### src/rtl/cdb_arbiter.sv
// Common data bus arbiter: round-robin selection among four execute-unit result
// sources (ALU0, ALU1, LSU, BRU), with the winning result captured into a single
// registered CDB stage that has a valid/ready handshake.
module cdb_arbiter #(
    parameter int unsigned DATA_W = 32,
    parameter int unsigned TAG_W  = 6
) (
    input  logic                clk,
    input  logic                rst_n,
    input  logic                flush,
    input  logic [3:0]          req_valid,
    input  logic [4*DATA_W-1:0] req_data,
    input  logic [4*TAG_W-1:0]  req_tag,
    output logic [3:0]          req_ready,
    output logic                cdb_valid,
    output logic [DATA_W-1:0]   cdb_data,
    output logic [TAG_W-1:0]    cdb_tag,
    output logic [1:0]          cdb_sel,
    input  logic                cdb_ready
);

    logic [1:0]        rr_ptr_q, rr_ptr_d;
    logic              valid_q, valid_d;
    logic [DATA_W-1:0] data_q, data_d;
    logic [TAG_W-1:0]  tag_q, tag_d;
    logic [1:0]        sel_q, sel_d;

    logic              can_load;
    logic              gnt_found;
    logic [1:0]        gnt_idx;
    logic [1:0]        cand;
    logic              gnt_en;
    logic [DATA_W-1:0] win_data;
    logic [TAG_W-1:0]  win_tag;

    // The output stage may take a new beat when empty or being drained this cycle.
    assign can_load = !valid_q || cdb_ready;

    // Round-robin search starting at rr_ptr; first valid requester wins.
    always_comb begin
        gnt_found = 1'b0;
        gnt_idx   = rr_ptr_q;
        cand      = rr_ptr_q;
        for (int k = 0; k < 4; k++) begin
            cand = rr_ptr_q + 2'(k);
            if (!gnt_found && req_valid[cand]) begin
                gnt_found = 1'b1;
                gnt_idx   = cand;
            end
        end
    end

    // Grant is suppressed during reset, flush and backpressure.
    assign gnt_en    = rst_n && can_load && !flush && gnt_found;
    assign req_ready = gnt_en ? (4'b0001 << gnt_idx) : 4'b0000;

    // Result mux driven by the grant index.
    assign win_data = req_data[gnt_idx*DATA_W +: DATA_W];
    assign win_tag  = req_tag[gnt_idx*TAG_W +: TAG_W];

    // Next-state for the output stage and round-robin pointer; flush dominates.
    always_comb begin
        rr_ptr_d = rr_ptr_q;
        valid_d  = valid_q;
        data_d   = data_q;
        tag_d    = tag_q;
        sel_d    = sel_q;
        if (flush) begin
            valid_d = 1'b0;
        end else if (can_load) begin
            if (gnt_en) begin
                valid_d  = 1'b1;
                data_d   = win_data;
                tag_d    = win_tag;
                sel_d    = gnt_idx;
                rr_ptr_d = gnt_idx + 2'd1;
            end else begin
                // Payload is kept so the bus does not toggle on idle cycles.
                valid_d = 1'b0;
            end
        end
    end

    // Output stage and pointer registers; reset discards any in-flight beat.
    always_ff @(posedge clk or negedge rst_n) begin
        if (!rst_n) begin
            rr_ptr_q <= 2'd0;
            valid_q  <= 1'b0;
            data_q   <= '0;
            tag_q    <= '0;
            sel_q    <= 2'd0;
        end else begin
            rr_ptr_q <= rr_ptr_d;
            valid_q  <= valid_d;
            data_q   <= data_d;
            tag_q    <= tag_d;
            sel_q    <= sel_d;
        end
    end

    assign cdb_valid = valid_q;
    assign cdb_data  = data_q;
    assign cdb_tag   = tag_q;
    assign cdb_sel   = sel_q;

    // Grant is one-hot or zero, and only ever to a requester that is asking.
    a_gnt_onehot: assert property (@(posedge clk) disable iff (!rst_n) $onehot0(req_ready));
    a_gnt_valid:  assert property (@(posedge clk) disable iff (!rst_n)
                                   (req_ready & ~req_valid) == 4'b0000);

endmodule
### config.mk
export PLATFORM = sky130hd
export DESIGN_NAME = cdb_arbiter
export DESIGN_NICKNAME = d
export VERILOG_FILES = /design/src/rtl/cdb_arbiter.sv
export SDC_FILE = /design/constraint.sdc
export NUM_CORES = 1
export LEC_CHECK = 0
export ABC_AREA = 1
export CORE_UTILIZATION = 40
export CTS_CLUSTER_SIZE = 8
export DETAILED_ROUTE_END_ITERATION = 7
export PLACE_DENSITY = 0.84
export SLEW_MARGIN = 20
export SYNTH_ARGS = -nofsm -noshare
export SYNTH_HDL_FRONTEND = slang
export SYNTH_SLANG_ARGS = --single-unit
### constraint.sdc
create_clock -name clk -period 2.9 [get_ports clk]
set_clock_uncertainty 0.15 [all_clocks]
set_input_delay 0.435 -clock clk [delete_from_list [all_inputs] [get_ports clk]]
set_output_delay 0.435 -clock clk [all_outputs]
set_load 0.01 [all_outputs]
==> results.py <==
metrics = {
    "synthesis": {
        "ys_types": 25,
        "syn_avg_cell_area_um2": 5.91,
        "netlist.area_leader.share_pct": 34.5,
        "yosys.area.top_type": "nand2_1",
        "ys_seq_elements": 43,
        "netlist_top_cells_area": "nand2_1 35%, dfrtp_1 28%, nand3_1 20%",
        "seq_area_frac_synth_pct": 27.8,
        "synth.net_count": 815,
        "synth_area_um2": 3870,
        "ys.warnings.count": 0,
        "synthesis.instances": 655,
    },
    "floorplan": {
        "ioPinCount": 205,
        "start_util_pct": 41.5,
        "num_rows": 35,
        "die_y_um": 100,
        "coreArea_um2": 9330,
        "die_w_um": 100,
        "dieArea_um2": 10100,
    },
    "worst_setup_path": {
        "cp.buffers_inverters": 5,
        "critPathKind": "reg2out",
        "cp_slowest_cell": "dfrtp_2",
        "path_max_fanout": 6,
        "cp_data_arrival_time_ns": 2.22,
        "cp_data_required_time_ns": 2.32,
        "cp_cell_sequence": "buf_6, nand2_1, nand2_1, nand2_2, nand2_4, buf_12, nor2_4, nand2_2, o21ai_4, inv_2, nand3_2, inv_1, dlygate4sd2_1",
        "critPathCaptureType": "output port",
        "cp_top_family": "buffers and inverters",
        "start_kind": "flip-flop",
        "max_stage_delay_ns": 0.45,
    },
    "global_route": {
        "grt_pass1_wl_mm": 21.1,
        "antenna_found_initial": 0,
        "grtUsageTotal_pct": 26.2,
        "grt_max_degree": 77,
        "grt_overflow": 0,
        "grt_pass1_vias": 4706,
    },
    "clock_tree": {
        "numCtsBuffers": 5,
        "clk_pin_slew_worst_paths_ns": 0.08,
        "cts.sinks": 43,
        "clockRootBuffer": "clkbuf_8",
        "htree_num_levels": 2,
        "cts.path.max_buffers": 2,
        "insertion_delay_ns": 0.29,
        "cts_tree": "yes",
    },
    "pwr": {
        "swShare_pct": 52.6,
        "peakVddDrop_v": 0.000990,
        "leakage_uw": 0.00326,
        "clockPowerShare_pct": 5.1,
        "power.internal_uw": 3460,
        "combinationalPowerShare_pct": 80.6,
        "pwr-share-seq_pct": 14.3,
        "p_switching_uw": 3840,
        "pwr_density_cell_nw_per_um2": 1170,
    },
    "place": {
        "place_inst": 970,
        "gp_congestion": 0.843,
        "pre_cts_ws_ns": -0.324,
        "hpwl_mm": 9.89,
        "postPlaceCellArea_um2": 6090,
        "numPortBuffers": 204,
    },
    "sta": {
        "setup_slack_ns": 0.0974,
        "hold_violations": 0,
        "fin_crit_sh_pct": 96.6,
        "fmax_mhz": 357,
        "slew_violations": 0,
        "tightest_slew_ns": 0.578,
        "min_period_ns": 2.80,
        "report.final.setup_viol": 0,
        "relSlewSlack_pct": 61.5,
    },
    "final_layout": {
        "nNetsFinal": 1017,
        "final_cell_count_no_fill": 987,
        "syn_to_final_growth_pct": 61.8,
        "fill_cells": 831,
        "drive_gt1_share_pct": 10.6,
        "n_antenna_cell": 0,
        "fin_area_um2": 6270,
    },
    "detailed_routing": {
        "vias": 4947,
        "dr.pass1.iters": 5,
        "wl_mm": 13.6,
        "drt_iter0_markers": 149,
        "viasPerCell": 5.01,
        "ant_nets": 0,
        "wire_per_inst_um": 13.8,
        "drc": 0,
    },
    "flow_run": {
        "maxCapViolCount": 0,
    },
    "status": {
        "status": "finished, final reports clean",
    },
    "worst_hold_path": {
        "min_path_type": "in2async",
    },
}
[Yosys cell counts (all sizes together)]
cell,instances
dfrtp,43
nand2,365
nand4,3
inv,12
o31ai,1
nor2,6
clkbuf,9
o211ai,1
nand3,168
clkinv,1
a21oi,1
o21ai,3
buf,42
[per-layer routing]
| layer | track usage (%) | vias to the layer above | part of all wire [%] |
|---|---|---|---|
| met3 | 4.81 | 22 | 7.1 |
| met1 | 29.5 | 2248 | 41 |
| met2 | 49.9 | 182 | 50 |
| li1 | - | 2495 | - |
| met5 | 0 | - | 0 |
| met4 | 7.13 | 0 | 1.9 |
[cell families (layout without fill, tap and decap cells)]
kind of cell	count (synthesis)	in the layout	share of synthesized area, %
buf+inv	64	267	9.66
compound gates	6	6	1.00
simple gates	542	542	61.6
flops	43	43	27.8
[power by group through the flow]
stage	combinational [µW]	sequential (µW)	clock, µW
3_5_place_dp	5770	1030	0
3_3_place_gp	5630	1030	0
6_report	5890	1040	374
4_1_cts	5880	1040	386
2_1_floorplan	3910	1140	0
5_1_grt	6580	1070	413
[placed cells by master (no fill, tap or decap), types with 4 or more instances in the layout]
cell type and n:
nand2_1 350, nand3_2 12, buf_4 34, buf_12 6, inv_1 9, nand3_1 156
nand2_2 12, nor2_1 4, clkbuf_8 5, clkdlybuf4s50_1 195, dfrtp_1 41, dlygate4sd2_1 5
[final timing paths]
path,from,endpoint,slack (ns),cells after the start
worst max-delay path,rr_ptr_q[0]$_DFFE_PN0P_,req_ready[1],0.1,13
max in group asynchronous,rst_n,rr_ptr_q[0]$_DFFE_PN0P_,2.08,2
worst max register to register,rr_ptr_q[0]$_DFFE_PN0P_,cdb_data[0]$_DFFE_PN0P_,0.30,18
worst min-delay path,rst_n,cdb_data[10]$_DFFE_PN0P_,0.10,2
min in group clk,cdb_data[6]$_DFFE_PN0P_,cdb_data[6]$_DFFE_PN0P_,0.33,2
worst min register to register,cdb_data[6]$_DFFE_PN0P_,cdb_data[6]$_DFFE_PN0P_,0.33,2
[sequential cells by signal, summed over array words and instances (netlist names)]
| register | flops |
|---|---|
| cdb_sel | 2 |
| cdb_tag | 6 |
| cdb_data | 32 |
| rr_ptr_q | 2 |
| cdb_valid | 1 |
[final cells by class]
cell class | instances | area, µm² | share of cell area [%]
clock inverters | 1 | 5.00 | 0.0799
inverters | 13 | 56.3 | 0.898
clock buffers | 7 | 76.3 | 1.22
flip-flops and latches | 43 | 1080 | 17.2
repair buffers | 246 | 2420 | 38.6
well taps | 129 | 161 | 2.58
multi-input cells | 548 | 2470 | 39.4
[stage by stage]
step / total power, µW / setup TNS [ns] / util (%) / hold slack (ns)
final: 7310 / 0 / 67.2 / 0.101
after global placement: 6670 / -4.92 / 65.3 / 0.310
after global routing: 8070 / -0.00142 / 67.2 / 0.139
after floorplan: 5050 / 0 / - / -0.0106
after detailed placement: 6800 / -7.87 / 65.3 / 0.316
after CTS: 7310 / -0.00582 / 67.0 / 0.127
[what timing repair did]
| item | 4_1_cts | 5_1_grt |
|---|---|---|
| buffers inserted | 8 | 1 |
| hold buffers | 0 | 0 |
| setup endpoints to repair | 4 | 42 |
| pin swaps | 4 | 4 |
| gates resized for setup | 22 | 12 |
No activity file was read; power rests on OpenSTA's default activity.
